===== config.mk =====
export PLATFORM = sky130hd
export DESIGN_NAME = sdram_rw_arbiter_flat
export DESIGN_NICKNAME = d
export VERILOG_FILES = /design/src/rtl/sdram_arb_pkg.sv /design/src/rtl/sdram_rw_arbiter_if.sv /design/src/rtl/sdram_arb_wdog.sv /design/src/rtl/sdram_rw_arbiter.sv /design/src/flat_wrapper.sv
export SDC_FILE = /design/constraint.sdc
export NUM_CORES = 1
export LEC_CHECK = 0
export CORE_MARGIN = 5
export CORE_UTILIZATION = 37
export CTS_BUF_LIST = sky130_fd_sc_hd__clkbuf_2
export CTS_CLUSTER_DIAMETER = 60
export CTS_CLUSTER_SIZE = 28
export DETAILED_ROUTE_END_ITERATION = 7
export GPL_ROUTABILITY_DRIVEN = 0
export PLACE_DENSITY_LB_ADDON = 0.15
export SKIP_LAST_GASP = 1
export SLEW_MARGIN = 20
export SYNTH_ARGS = -nofsm -noshare
export SYNTH_HDL_FRONTEND = slang
export SYNTH_SLANG_ARGS = --single-unit

===== constraint.sdc =====
create_clock -name clk -period 1.62 [get_ports clk]
set_input_delay 0.324 -clock clk [delete_from_list [all_inputs] [get_ports clk]]
set_output_delay 0.324 -clock clk [all_outputs]
set_load 0.03 [all_outputs]

===== src/rtl/sdram_arb_pkg.sv =====
// ---------------------------------------------------------------------------
// sdram_arb_pkg
// Shared definitions for the SDRAM read/write arbiter: FSM state encoding,
// default bus widths, the bit positions of the call/done vectors and the
// round-robin pick helper.
// Optional feature macro used by the arbiter: SDRAM_ARB_WDOG_EN.
// ---------------------------------------------------------------------------
package sdram_arb_pkg;

  // Bank(2) + Row(13) + Column(9)
  localparam int ADDR_W_DEF = 24;
  localparam int DATA_W_DEF = 16;

  // Bit positions inside sd_call / sd_done
  localparam int CALL_WR = 1;
  localparam int CALL_RD = 0;

  typedef enum logic [1:0] {
    ST_IDLE     = 2'd0,
    ST_GRANT_RD = 2'd1,
    ST_GRANT_WR = 2'd2,
    ST_RELEASE  = 2'd3
  } arb_state_e;

  // Read wins when it is the only requester, or on a tie when write was
  // granted last. Caller guarantees at least one request is high.
  function automatic logic pick_read(input logic rd_req,
                                     input logic wr_req,
                                     input logic last_wr);
    return rd_req && (!wr_req || last_wr);
  endfunction

endpackage


===== src/rtl/sdram_rw_arbiter_if.sv =====
// ---------------------------------------------------------------------------
// sdram_rw_arbiter_if
// Bundles the requester side (draw-stage write, TFT-refresh read), the
// controller side (sd_*) and the status signals of the arbiter.
//   slave  : the arbiter's view (takes requests, drives the controller)
//   master : the environment's view (requesters + controller)
// Signals: en, rd_req/rd_addr/rd_data/rd_done, wr_req/wr_addr/wr_data/wr_done,
//          sd_call/sd_addr/sd_wdata/sd_rdata/sd_done, timeout_err.
// ---------------------------------------------------------------------------
interface sdram_rw_arbiter_if
  import sdram_arb_pkg::*;
#(
  parameter int ADDR_W = ADDR_W_DEF,
  parameter int DATA_W = DATA_W_DEF
);
  logic              en;
  logic              rd_req;
  logic [ADDR_W-1:0] rd_addr;
  logic [DATA_W-1:0] rd_data;
  logic              rd_done;
  logic              wr_req;
  logic [ADDR_W-1:0] wr_addr;
  logic [DATA_W-1:0] wr_data;
  logic              wr_done;
  logic [1:0]        sd_call;
  logic [ADDR_W-1:0] sd_addr;
  logic [DATA_W-1:0] sd_wdata;
  logic [DATA_W-1:0] sd_rdata;
  logic [1:0]        sd_done;
  logic              timeout_err;

  modport slave (
    input  en, rd_req, rd_addr, wr_req, wr_addr, wr_data, sd_rdata, sd_done,
    output rd_data, rd_done, wr_done, sd_call, sd_addr, sd_wdata, timeout_err
  );

  modport master (
    output en, rd_req, rd_addr, wr_req, wr_addr, wr_data, sd_rdata, sd_done,
    input  rd_data, rd_done, wr_done, sd_call, sd_addr, sd_wdata, timeout_err
  );
endinterface


===== src/rtl/sdram_arb_wdog.sv =====
// ---------------------------------------------------------------------------
// sdram_arb_wdog
// Access watchdog: cleared by load, advanced by count, and flags expired in
// the cycle where the current grant has lasted TIMEOUT_CYCLES cycles, so the
// arbiter's registered abort lands exactly TIMEOUT_CYCLES after the grant.
// Ports: clk, rst_n (async, active low), load, count -> expired (comb).
// Only instantiated when SDRAM_ARB_WDOG_EN is defined.
// ---------------------------------------------------------------------------
module sdram_arb_wdog #(
  parameter int TIMEOUT_CYCLES = 4096
) (
  input  logic clk,
  input  logic rst_n,
  input  logic load,
  input  logic count,
  output logic expired
);
  localparam int CNT_W = $clog2(TIMEOUT_CYCLES + 1);

  logic [CNT_W-1:0] cnt_q, cnt_d;

  // The counter is 0 on the grant edge, so reaching TIMEOUT_CYCLES-1 means
  // the next edge is TIMEOUT_CYCLES cycles after the grant.
  assign expired = count && (cnt_q == CNT_W'(TIMEOUT_CYCLES - 1));

  always_comb begin
    cnt_d = cnt_q;
    if (load) begin
      cnt_d = '0;
    end else if (count && !expired) begin
      cnt_d = cnt_q + CNT_W'(1);
    end
  end

  always_ff @(posedge clk or negedge rst_n) begin
    if (!rst_n) begin
      cnt_q <= '0;
    end else begin
      cnt_q <= cnt_d;
    end
  end
endmodule


===== src/rtl/sdram_rw_arbiter.sv =====
// ---------------------------------------------------------------------------
// sdram_rw_arbiter
// Round-robin arbiter placing the draw stage (writes) and the TFT refresh
// stage (reads) on the single SDRAM controller port. Both sides and the
// controller use a level-request / one-cycle-done handshake.
// Ports: clk, rst_n (async, active low), bus (sdram_rw_arbiter_if.slave).
// All bus outputs are registered.
// Optional feature: define SDRAM_ARB_WDOG_EN to abort a grant that sees no
// matching sd_done within TIMEOUT_CYCLES (pulses timeout_err with *_done).
// ---------------------------------------------------------------------------
module sdram_rw_arbiter
  import sdram_arb_pkg::*;
#(
  parameter int ADDR_W         = ADDR_W_DEF,
  parameter int DATA_W         = DATA_W_DEF,
  parameter int TIMEOUT_CYCLES = 4096
) (
  input logic               clk,
  input logic               rst_n,
  sdram_rw_arbiter_if.slave bus
);
  arb_state_e        state_q, state_d;
  logic [1:0]        sd_call_q, sd_call_d;
  logic [ADDR_W-1:0] sd_addr_q, sd_addr_d;
  logic [DATA_W-1:0] sd_wdata_q, sd_wdata_d;
  logic [DATA_W-1:0] rd_data_q, rd_data_d;
  logic              rd_done_q, rd_done_d;
  logic              wr_done_q, wr_done_d;
  logic              timeout_q, timeout_d;
  logic              last_wr_q, last_wr_d;   // 1: write was granted last
  logic              wdog_expired;

`ifdef SDRAM_ARB_WDOG_EN
  logic wdog_load;
  logic wdog_count;

  assign wdog_load  = (state_q == ST_IDLE) && (state_d != ST_IDLE);
  assign wdog_count = (state_q == ST_GRANT_RD) || (state_q == ST_GRANT_WR);

  sdram_arb_wdog #(
    .TIMEOUT_CYCLES(TIMEOUT_CYCLES)
  ) u_wdog (
    .clk    (clk),
    .rst_n  (rst_n),
    .load   (wdog_load),
    .count  (wdog_count),
    .expired(wdog_expired)
  );
`else
  // No watchdog: a grant waits for its sd_done indefinitely.
  assign wdog_expired = (TIMEOUT_CYCLES < 0);
`endif

  always_comb begin
    state_d    = state_q;
    sd_call_d  = sd_call_q;
    sd_addr_d  = sd_addr_q;
    sd_wdata_d = sd_wdata_q;
    rd_data_d  = rd_data_q;
    rd_done_d  = 1'b0;
    wr_done_d  = 1'b0;
    timeout_d  = 1'b0;
    last_wr_d  = last_wr_q;

    case (state_q)
      ST_IDLE: begin
        if (bus.en && (bus.rd_req || bus.wr_req)) begin
          sd_call_d = '0;
          if (pick_read(bus.rd_req, bus.wr_req, last_wr_q)) begin
            sd_call_d[CALL_RD] = 1'b1;
            sd_addr_d          = bus.rd_addr;
            state_d            = ST_GRANT_RD;
          end else begin
            sd_call_d[CALL_WR] = 1'b1;
            sd_addr_d          = bus.wr_addr;
            sd_wdata_d         = bus.wr_data;
            state_d            = ST_GRANT_WR;
          end
        end
      end

      // A done bit for the other side is a stray and is ignored. A real
      // done takes priority over a watchdog expiry in the same cycle.
      ST_GRANT_RD: begin
        if (bus.sd_done[CALL_RD] || wdog_expired) begin
          sd_call_d = '0;
          rd_done_d = 1'b1;
          if (bus.sd_done[CALL_RD]) begin
            rd_data_d = bus.sd_rdata;
          end else begin
            timeout_d = 1'b1;
          end
          last_wr_d = 1'b0;
          state_d   = ST_RELEASE;
        end
      end

      ST_GRANT_WR: begin
        if (bus.sd_done[CALL_WR] || wdog_expired) begin
          sd_call_d = '0;
          wr_done_d = 1'b1;
          timeout_d = !bus.sd_done[CALL_WR];
          last_wr_d = 1'b1;
          state_d   = ST_RELEASE;
        end
      end

      // The finished requester still holds req during its done cycle;
      // sitting out one cycle keeps it from being granted a second time.
      ST_RELEASE: state_d = ST_IDLE;

      default: state_d = ST_IDLE;
    endcase
  end

  always_ff @(posedge clk or negedge rst_n) begin
    if (!rst_n) begin
      state_q    <= ST_IDLE;
      sd_call_q  <= '0;
      sd_addr_q  <= '0;
      sd_wdata_q <= '0;
      rd_data_q  <= '0;
      rd_done_q  <= 1'b0;
      wr_done_q  <= 1'b0;
      timeout_q  <= 1'b0;
      last_wr_q  <= 1'b1;
    end else begin
      state_q    <= state_d;
      sd_call_q  <= sd_call_d;
      sd_addr_q  <= sd_addr_d;
      sd_wdata_q <= sd_wdata_d;
      rd_data_q  <= rd_data_d;
      rd_done_q  <= rd_done_d;
      wr_done_q  <= wr_done_d;
      timeout_q  <= timeout_d;
      last_wr_q  <= last_wr_d;
    end
  end

  assign bus.sd_call     = sd_call_q;
  assign bus.sd_addr     = sd_addr_q;
  assign bus.sd_wdata    = sd_wdata_q;
  assign bus.rd_data     = rd_data_q;
  assign bus.rd_done     = rd_done_q;
  assign bus.wr_done     = wr_done_q;
  assign bus.timeout_err = timeout_q;
endmodule


===== src/flat_wrapper.sv =====
// flat-port wrapper written by rule: the top's interface ports become plain ports
module sdram_rw_arbiter_flat import sdram_arb_pkg::*;
#(
  parameter int ADDR_W         = ADDR_W_DEF,
  parameter int DATA_W         = DATA_W_DEF,
  parameter int TIMEOUT_CYCLES = 4096
)
  (clk, rst_n, bus_en, bus_rd_req, bus_rd_addr, bus_wr_req, bus_wr_addr, bus_wr_data, bus_sd_rdata, bus_sd_done, bus_rd_data, bus_rd_done, bus_wr_done, bus_sd_call, bus_sd_addr, bus_sd_wdata, bus_timeout_err);
  sdram_rw_arbiter_if #(.ADDR_W(ADDR_W), .DATA_W(DATA_W)) bus_i ();
  input logic clk;
  input logic rst_n;
  input wire logic [$bits(bus_i.en)-1:0] bus_en;
  input wire logic [$bits(bus_i.rd_req)-1:0] bus_rd_req;
  input wire logic [$bits(bus_i.rd_addr)-1:0] bus_rd_addr;
  input wire logic [$bits(bus_i.wr_req)-1:0] bus_wr_req;
  input wire logic [$bits(bus_i.wr_addr)-1:0] bus_wr_addr;
  input wire logic [$bits(bus_i.wr_data)-1:0] bus_wr_data;
  input wire logic [$bits(bus_i.sd_rdata)-1:0] bus_sd_rdata;
  input wire logic [$bits(bus_i.sd_done)-1:0] bus_sd_done;
  output wire logic [$bits(bus_i.rd_data)-1:0] bus_rd_data;
  output wire logic [$bits(bus_i.rd_done)-1:0] bus_rd_done;
  output wire logic [$bits(bus_i.wr_done)-1:0] bus_wr_done;
  output wire logic [$bits(bus_i.sd_call)-1:0] bus_sd_call;
  output wire logic [$bits(bus_i.sd_addr)-1:0] bus_sd_addr;
  output wire logic [$bits(bus_i.sd_wdata)-1:0] bus_sd_wdata;
  output wire logic [$bits(bus_i.timeout_err)-1:0] bus_timeout_err;
  assign bus_i.en = bus_en;
  assign bus_i.rd_req = bus_rd_req;
  assign bus_i.rd_addr = bus_rd_addr;
  assign bus_i.wr_req = bus_wr_req;
  assign bus_i.wr_addr = bus_wr_addr;
  assign bus_i.wr_data = bus_wr_data;
  assign bus_i.sd_rdata = bus_sd_rdata;
  assign bus_i.sd_done = bus_sd_done;
  assign bus_rd_data = bus_i.rd_data;
  assign bus_rd_done = bus_i.rd_done;
  assign bus_wr_done = bus_i.wr_done;
  assign bus_sd_call = bus_i.sd_call;
  assign bus_sd_addr = bus_i.sd_addr;
  assign bus_sd_wdata = bus_i.sd_wdata;
  assign bus_timeout_err = bus_i.timeout_err;
  sdram_rw_arbiter #(.ADDR_W(ADDR_W), .DATA_W(DATA_W), .TIMEOUT_CYCLES(TIMEOUT_CYCLES)) u_core (.clk(clk), .rst_n(rst_n), .bus(bus_i));
endmodule

==> results.tsv, run 1 <==
metric	value	unit
status	complete, but fails checks	
violations	setup timing	
final_core_util	0.606	
synthTopCellsByArea	dfrtp_1 54%, mux2_2 9.8%, a31oi_1 5.7%, mux2_4 5.2%, nand3_1 4.4%	
clockBufferDepth	2	
port_buffers	146	
crit_required	2.01	ns
first_pass_iters	4	
avgRoutedWirePerCell	16.0	um
crit_start	u_core.state_q[0]	
fillers	655	
cts_buffers	9	
cp_max_fo	3	
grt_use_total	0.173	
synth_warnings	0	
syn_area_per_cell	11.8	sq um
period_needed	1.66	ns
r2r_end	u_core.bus.sd_call[1]	
finalNetCount	503	
syn-num-nets	335	
die_x	98.1	um
setup_viol	8	
r2r_cells	5	
h-tree-depth	3	
syn_area	0.00287	sq mm
drtIter0Drc	54	
ios	148	
grt_pass1_wl	13300	um
hold_class	input port to async pin	
n_antenna_cell	0	
ir_worst_vdd	865	uV
fmax	601	MHz
ant_nets	0	
clk-insertion-delay-late	0.48	ns
met2_usage	0.277	
root_buffer	clkbuf_2	
worst_slack	-0.0433	ns
wirelength	8290	um
drc_errors	0	
synthDominantAreaCellType	dfrtp_1	
p_total	8.77	mW
seq_area	0.00158	sq mm
ys_ff_latch	63	
skew	0.0146	ns
clk_pin_slew_worst_paths	0.18	ns
core.rowCount	32	
synth.most_common_cell	dfrtp_1	
tritoncts	built	
maxSlewViolCount	0	
hpwlAfterDp	6130	um
synth_cells	243	
met1_usage	0.228	
synthTopCellsByCount	62 x dfrtp_1, 26 x a31oi_1, 25 x mux2_2, 25 x nand3_1, 25 x nor2_1	
maxCapViolCount	0	
vias_per_cell	4.88	
core_area	0.00765	sq mm
grt_overflow	0	
antenna_found_initial	0	
powerDensity	1890	mW/mm^2
ys_seq_area_frac	0.549	
grt_pass1_vias	2611	
synth_edf_count	0	
startpoint_type	register	
endpoint_kind	register	
ys_async_sr_fraction	1.00	
timing.final.crit_share	1.03	
synthFlopType	dfrtp_1	
grt-busiest-layer	met2	
fin_area	0.00463	sq mm
r2r_start	u_core.state_q[0]	
grt_start_max_net_pins	64	
arrival	2.05	ns
rsz0062_at_grt	true	
multi_input_area	0.00121	sq mm
die_h	98.1	um
dp_slack	-0.217	ns
hold_viol	0	
drive_gt1_frac	0.353	
num_vias	2528	
crit_type	register to register	
reg2reg_slack	-0.04	ns
yosysUniqueCellTypes	32	
gr-usage-met3	0.0536	
start_util	0.375	
area_growth_syn_to_layout	61.4	%
placed_cell_area	0.00460	sq mm
cts_sinks	63	
yosysTopAreaCellShare	0.540	
dieArea	0.00962	sq mm
p_leak	2.03	nW
## logic make-up (layout without fill, tap and decap cells)
family | after synthesis | in the layout | share of synthesized area
AO/OA/AOI/OAI | 57 | 57 | 0.128
adder cells (fa/ha/maj) | 5 | 5 | 0.0218
buffers and inverters | 22 | 195 | 0.0462
flip-flops | 63 | 63 | 0.549
multiplexers | 37 | 37 | 0.157
other | 1 | 1 | 0.00131
AND/OR/NAND/NOR | 58 | 58 | 0.0963
## how the worst max path moves through the flow
stage	end	slack [ns]
6_report	u_core.bus.sd_call[1]	-0.04
5_1_grt	u_core.bus.sd_call[1]	-0.08
4_1_cts	bus_sd_wdata[8]	-0.05
3_5_place_dp	u_core.bus.sd_call[0]	-0.22
3_3_place_gp	u_core.bus.sd_call[0]	-0.20
2_1_floorplan	u_core.bus.sd_call[0]	0.004
## worst max-delay path: stages (launching register included)
cell and delay [ns]:
dfrtp_1 0.43, inv_2 0.09, ha_4 0.16, and2b_4 0.17, a2111oi_4 0.40, mux2_4 0.33
## area by class of cell
type | count | share of cell area
flip-flops and latches | 63 | 0.341
repair buffers | 175 | 0.339
multi-input cells | 158 | 0.261
well taps | 102 | 0.0275
clock inverters | 7 | 0.0189
clock buffers | 9 | 0.00972
inverters | 4 | 0.00324
## sequential cells by signal (all words and copies together) (netlist names)
| signal | cells |
|---|---|
| u_core.bus.sd_addr | 24 |
| u_core.bus.rd_data | 16 |
| u_core.bus.sd_wdata | 16 |
| u_core.bus.sd_call | 2 |
| u_core.state_q | 2 |
| u_core.bus.rd_done | 1 |
| u_core.bus.wr_done | 1 |
| u_core.last_wr_q | 1 |
## placed cells by master, fill, tap and decap left out, types with 3 or more instances in the layout
cell	synthesis	layout
clkdlybuf4s15_2	0	9
nand3_1	25	24
nor2_1	25	25
o21ai_0	21	21
buf_12	1	7
mux2_2	25	23
a31oi_1	26	26
dfrtp_1	62	61
clkdlybuf4s50_1	0	85
clkdlybuf4s15_1	0	5
buf_4	3	19
mux2_4	10	12
o21ai_1	3	3
clkbuf_2	0	54
## stage by stage
| stage | hold WS [ns] | std cells | TNS, ns |
|---|---|---|---|
| after floorplan | 0.0284 | 243 | 0 |
| after global placement | 0.364 | 495 | -5.35 |
| after detailed placement | 0.374 | 495 | -6.56 |
| after CTS | 0.342 | 514 | -0.358 |
| after global routing | 0.360 | 518 | -1.03 |
| final | 0.343 | 518 | -0.106 |
## power by group
| part | switching [mW] | internal [mW] | leakage (nW) |
|---|---|---|---|
| sequential | 0.447 | 2.36 | 0.738 |
| clock | 0.577 | 0.497 | 0.0730 |
| combinational | 2.81 | 2.08 | 1.22 |
| total | 3.83 | 4.94 | 2.03 |
## layer usage
layer / vias up / wire length (um) / part of all wire
met5: - / 0 / 0
met4: 0 / 76 / 0.0092
met3: 9 / 692 / 0.084
met2: 106 / 3860 / 0.47
met1: 1204 / 3650 / 0.44
li1: 1209 / - / -
## timing repair
action | 4_1_cts | 5_1_grt
setup endpoints to repair | 74 | 84
hold endpoints to repair | 62 | 0
gates resized for setup | 122 | 61
hold buffers | 1 | 0
pin swaps | 1 | 3
setup buffers | 2 | 3
cloned | 0 | 1
No activity file was read; power rests on OpenSTA's default activity.
==> run 2: changes to the inputs <==
--- a/config.mk
+++ b/config.mk
@@ -6,8 +6,7 @@
 export NUM_CORES = 1
 export LEC_CHECK = 0
 export CORE_MARGIN = 5
-export CORE_UTILIZATION = 37
-export CTS_BUF_LIST = sky130_fd_sc_hd__clkbuf_2
+export CORE_UTILIZATION = 36
 export CTS_CLUSTER_DIAMETER = 60
 export CTS_CLUSTER_SIZE = 28
 export DETAILED_ROUTE_END_ITERATION = 7
==> run 2 against run 1 <==
The flow now finishes without violations. First-iteration DRC count rose by 43%. Clock skew fell by 0.0067 ns. Final cell count fell by 0.19%. Critical path depth fell by 1. Largest power group unchanged.
==> results.tsv, run 2 (synthesis results as in run 1) <==
metric	value	unit
status	completed	
vias_per_cell	4.83	
hold_class	input port to async pin	
timing.final.crit_share	0.996	
finalNetCount	502	
hpwlAfterDp	6000	um
area_growth_syn_to_layout	68.5	%
maxCapViolCount	0	
avgRoutedWirePerCell	16.1	um
fmax	620	MHz
core_area	0.00777	sq mm
fillers	678	
switching_share	0.425	
first_pass_iters	4	
crit_slowest_cell	dfrtp_2	
fin_area	0.00484	sq mm
multi_input_area	0.00124	sq mm
hold_viol	0	
startpoint_type	register	
drive_gt1_frac	0.229	
endpoint_kind	register	
root_buffer	clkbuf_8	
cp_max_fo	3	
p_int	5.20	mW
worst_slack	0.00609	ns
cts_buffers	9	
period_needed	1.61	ns
cts_sinks	63	
cpLargestDelayFamily	flip-flops	
dpl.cell_count	493	
stdcell_count	517	
grt_overflow	0	
clk_pin_slew_worst_paths	0.07	ns
die_h	99.3	um
crit_required	1.83	ns
drtIter0Drc	77	
h-tree-depth	3	
powerDensity	1870	mW/mm^2
p_leak	2.12	nW
num_vias	2497	
antenna_found_initial	0	
core.rowCount	32	
wirelength	8330	um
placed_cell_area	0.00459	sq mm
setup_viol	0	
final_cell_mix	85 x clkdlybuf4s50_1, 61 x dfrtp_1, 60 x dlygate4sd2_1, 26 x a31oi_1, 25 x nor2_1	
rsz0062_at_grt	true	
seq_power_share	0.304	
largest_reg_flops	24	
seq_area	0.00158	sq mm
arrival	1.83	ns
clk-insertion-delay-late	0.33	ns
start_util	0.370	
maxSlewViolCount	0	
port_buffers	146	
clockBufferDepth	2	
dieArea	0.00986	sq mm
drc_errors	0	
ant_nets	0	
power_frac_clock	0.129	
dp_slack	-0.263	ns
max_stage_delay	0.46	ns
crit_chain	buf_6, ha_2, a2111oi_4, mux2_4	
grt_start_max_net_pins	64	
grt_use_total	0.168	
p_switching	3.85	mW
final_common_cell	clkdlybuf4s50_1	
tritoncts	built	
ios	148	
skew	0.00781	ns
crit_type	register to register	
critPathBufInv	1	
ir_worst_vdd	847	uV
die_x	99.3	um
grt_pass1_wl	13200	um
combPwrFrac	0.567	
grt_pass1_vias	2574	
n_antenna_cell	0	
run 2: path summary, 6_finish.rpt:
check / to / from / slack, ns / cells past startpoint
hold / removal: u_core.bus.sd_wdata[7] / rst_n / 0.004 / 2
hold reg to reg: u_core.bus.rd_data[5] / u_core.bus.rd_data[5] / 0.50 / 1
min in group clk: u_core.bus.rd_data[5] / u_core.bus.rd_data[5] / 0.50 / 1
setup reg to reg: u_core.bus.sd_call[1] / u_core.state_q[1] / 0.006 / 4
max in group asynchronous: u_core.last_wr_q / rst_n / 1.30 / 2
setup / recovery: u_core.bus.sd_call[1] / u_core.state_q[1] / 0.006 / 4
run 2: stage by stage:
stage / TNS, ns / utilization / power (mW) / hold WS (ns)
4_1_cts: -0.233 / 0.610 / 9.00 / 0.00331
2_1_floorplan: 0 / - / 5.86 / 0.0284
3_5_place_dp: -9.00 / 0.591 / 8.21 / 0.367
5_1_grt: -0.567 / 0.623 / 9.61 / 0.0161
3_3_place_gp: -8.57 / 0.591 / 8.12 / 0.366
6_report: 0 / 0.623 / 9.05 / 0.00395
run 2: what timing repair did:
action	in CTS	in global routing
endpoints found under the setup margin	65	30
resized for setup	67	14
buffers inserted	4	3
pin swaps	2	2
gates cloned	0	1
hold buffers	0	0
run 2: cell type report:
| type | count | area share |
|---|---|---|
| Inverter | 4 | 0.00362 |
| Sequential cell | 63 | 0.326 |
| Multi-Input combinational cell | 158 | 0.257 |
| Clock buffer | 10 | 0.0264 |
| Timing Repair Buffer | 174 | 0.352 |
| Tap cell | 102 | 0.0264 |
| Clock inverter | 6 | 0.00776 |
run 2: power by group through the flow:
stage | logic [mW] | registers, mW | clock network (mW)
final | 5.14 | 2.75 | 1.16
after global routing | 5.47 | 2.86 | 1.28
after CTS | 5.04 | 2.75 | 1.21
after detailed placement | 5.41 | 2.80 | 0
after global placement | 5.36 | 2.76 | 0
after floorplan | 1.59 | 4.27 | 0
run 2: routing by layer:
layer | global-route usage | part of all wire | vias to the layer above | routed length, um
met1 | 0.223 | 0.46 | 1185 | 3790
met4 | 0.0441 | 0.0058 | 0 | 48
met3 | 0.0435 | 0.069 | 6 | 577
met2 | 0.273 | 0.47 | 101 | 3910
met5 | 0 | 0 | - | 0
li1 | - | - | 1205 | -
run 2: worst register-to-register path, cell delays in order (launching register included):
cell and delay, ns:
dfrtp_2 0.46, buf_6 0.13, ha_2 0.17, a2111oi_4 0.40
mux2_4 0.34
==> variant (flow settings as in run 2) <==
`ADDR_W_DEF`: 24 -> 48.
--- a/src/rtl/sdram_arb_pkg.sv
+++ b/src/rtl/sdram_arb_pkg.sv
@@ -8,7 +8,7 @@
 package sdram_arb_pkg;
 
   // Bank(2) + Row(13) + Column(9)
-  localparam int ADDR_W_DEF = 24;
+  localparam int ADDR_W_DEF = 48;
   localparam int DATA_W_DEF = 16;
 
   // Bit positions inside sd_call / sd_done
Ports: changed (resized bus_rd_addr, bus_sd_addr and bus_wr_addr); port bits go from 148 to 220. The function was not compared with the original's and may differ.
==> variant against run 2 <==
- the run now ends with negative hold slack, negative setup slack left
- sequential cell count increased by 24
- final area increased by 38%
- maximum frequency decreased by 0.98%
- synthesized area increased by 39%
- utilization decreased by 1.1 points
- setup slack got worse by 0.016 ns
- power increased by 33%
- die area increased by 35%
- critical path depth increased by 1
- count of clock-buffer cells in the layout unchanged
- wire length increased by 52%
==> variant: results (changes against run 2) <==
INFO  metric outcome = finished, violations left
INFO  metric violations = negative hold slack, negative setup slack
INFO  metric global_route.usage.met1 = 22.69% (+0.44 points)
INFO  metric final-clk-cell-share = 2.612% (-0.80 points)
INFO  metric finish.instance_area = 6659 um^2 (+38%)
INFO  metric avgViaCountPerCell = 5.056 (+4.7%)
INFO  metric p_sw = 5.339 mW (+39%)
INFO  metric postCtsSetupBuffers = 1 (-3)
INFO  metric placement.setup.worst_slack = -0.2040 ns (+0.05915 ns)
INFO  metric num-nets-final = 745 (+48%)
INFO  metric routedLengthMet1 = 4967 um (+31%)
INFO  metric routed-wl-met2 = 6125 um (+57%)
INFO  metric synthDistinctLibCells = 30 (-6.3%)
INFO  metric fraction_of_final_layout_cells_sized_beyond_drive_strength_1 = 15.74% (-7.2 points)
INFO  metric use_met2 = 30.90% (+3.6 points)
INFO  metric cts_repair_resize_count = 91 (+36%)
INFO  metric drt_first_iter_violations = 247 (+220%)
INFO  metric non_clock_buffer_count = 249 (+43%)
INFO  metric cp.arrival = 1.88 ns (+0.05 ns)
INFO  metric finalHoldViolCount = 11 (+11)
INFO  metric fin_hold_ws = -0.02309 ns (-0.02704 ns)
INFO  metric nMultiInputCombCells = 254 (+61%)
INFO  metric io_buffer_count = 218 (+49%)
INFO  metric fin_ws = -0.009816 ns (-0.01590 ns)
INFO  metric endpoints_failing_setup = 2 (+2)
INFO  metric place_hpwl = 9204 um (+54%)
INFO  metric number_of_flip_flops_in_the_largest_register = 48 (+100%)
INFO  metric wl_per_cell = 16.89 um (+4.9%)
INFO  metric final.fill_count = 981 (+45%)
INFO  metric synth_commonest_cells = sky130_fd_sc_hd__dfrtp_1, sky130_fd_sc_hd__a31oi_1, sky130_fd_sc_hd__nand3_1, sky130_fd_sc_hd__nor2_1, sky130_fd_sc_hd__o21ai_0
INFO  metric first_global_vias = 3,895 (+51%)
INFO  metric post_synth_main_area_contributors = sky130_fd_sc_hd__dfrtp_1, sky130_fd_sc_hd__a31oi_1, sky130_fd_sc_hd__mux2_2, sky130_fd_sc_hd__nand3_1, sky130_fd_sc_hd__o21ai_0
INFO  metric crit_path_max_incr_delay = 0.42 ns (-0.04 ns)
INFO  metric clock_skew = 0.007429 ns (-0.0003850 ns)
INFO  metric crit_slowest_cell = sky130_fd_sc_hd__dfrtp_1
INFO  metric drtPass1Iterations = 5 (+1)
INFO  metric globalRouteTotalUtil = 18.90% (+2.1 points)
INFO  metric sequential_cell_area = 2178 um^2 (+38%)
INFO  metric route.met3.wl = 1284 um (+120%)
INFO  metric clkSlewWorstSetupHoldPaths = 0.09 ns (+0.02 ns)
INFO  metric first_pass_grt_wire_length = 19,870 um (+50%)
INFO  metric multi_input_comb_area = 1680 um^2 (+35%)
INFO  metric grt_use_met3 = 7.572% (+3.2 points)
INFO  metric ys_seq_area_share = 54.39% (-0.56 points)
INFO  metric clkLatencyLatePin = 0.36 ns (+0.03 ns)
INFO  metric vdd.ir_drop.worst = 0.8090 mV (-4.4%)
INFO  metric worstRegToRegCells = 5 (+1)
INFO  metric area_share_nonclk_buffers = 36.58% (+1.4 points)
## variant: power by group through the flow
stage	Combinational [mW]	Clock (mW)	Sequential [mW]
after floorplan	2.03	0	5.92
after global placement	7.29	0	3.83
after detailed placement	7.37	0	3.88
after CTS	6.74	1.42	3.81
after global routing	7.31	1.52	3.96
final	6.83	1.37	3.80
## variant: kinds of logic after synthesis
family / Yosys count / share of synthesized area, %
fa+ha+maj: 5 / 1.562
flops: 87 / 54.39
mux: 37 / 10.34
buf+inv: 40 / 5.842
simple gates: 106 / 11.87
other cells: 1 / 0.09363
compound gates: 105 / 15.90
## variant: stage by stage
stage / util (%) / TNS, ns / instances / hold WS, ns
floorplan: - / 0 / 381 / 0.02841
global placement: 59.39 / -8.166 / 728 / 0.4038
detailed placement: 59.39 / -9.312 / 728 / 0.3998
CTS: 60.30 / -0.01151 / 745 / 0.001059
global route: 61.16 / -0.6353 / 750 / 0.007802
finish: 61.16 / -0.01829 / 750 / -0.02309
## variant: worst paths after layout
kind,from,slack (ns),to
worst max register to register,u_core.state_q[1]$_DFFE_PN0P_,-0.01,u_core.bus.sd_call[0]$_DFFE_PN0P_
worst min-delay path,rst_n,-0.02,u_core.bus.sd_wdata[12]$_DFFE_PN0P_
worst min register to register,u_core.bus.sd_wdata[13]$_DFFE_PN0P_,0.49,u_core.bus.sd_wdata[13]$_DFFE_PN0P_
max in group asynchronous,rst_n,1.25,u_core.bus.sd_addr[1]$_DFFE_PN0P_
min in group clk,bus_rd_req,0.47,u_core.bus.sd_addr[45]$_DFFE_PN0P_
worst max-delay path,u_core.state_q[1]$_DFFE_PN0P_,-0.01,u_core.bus.sd_call[0]$_DFFE_PN0P_
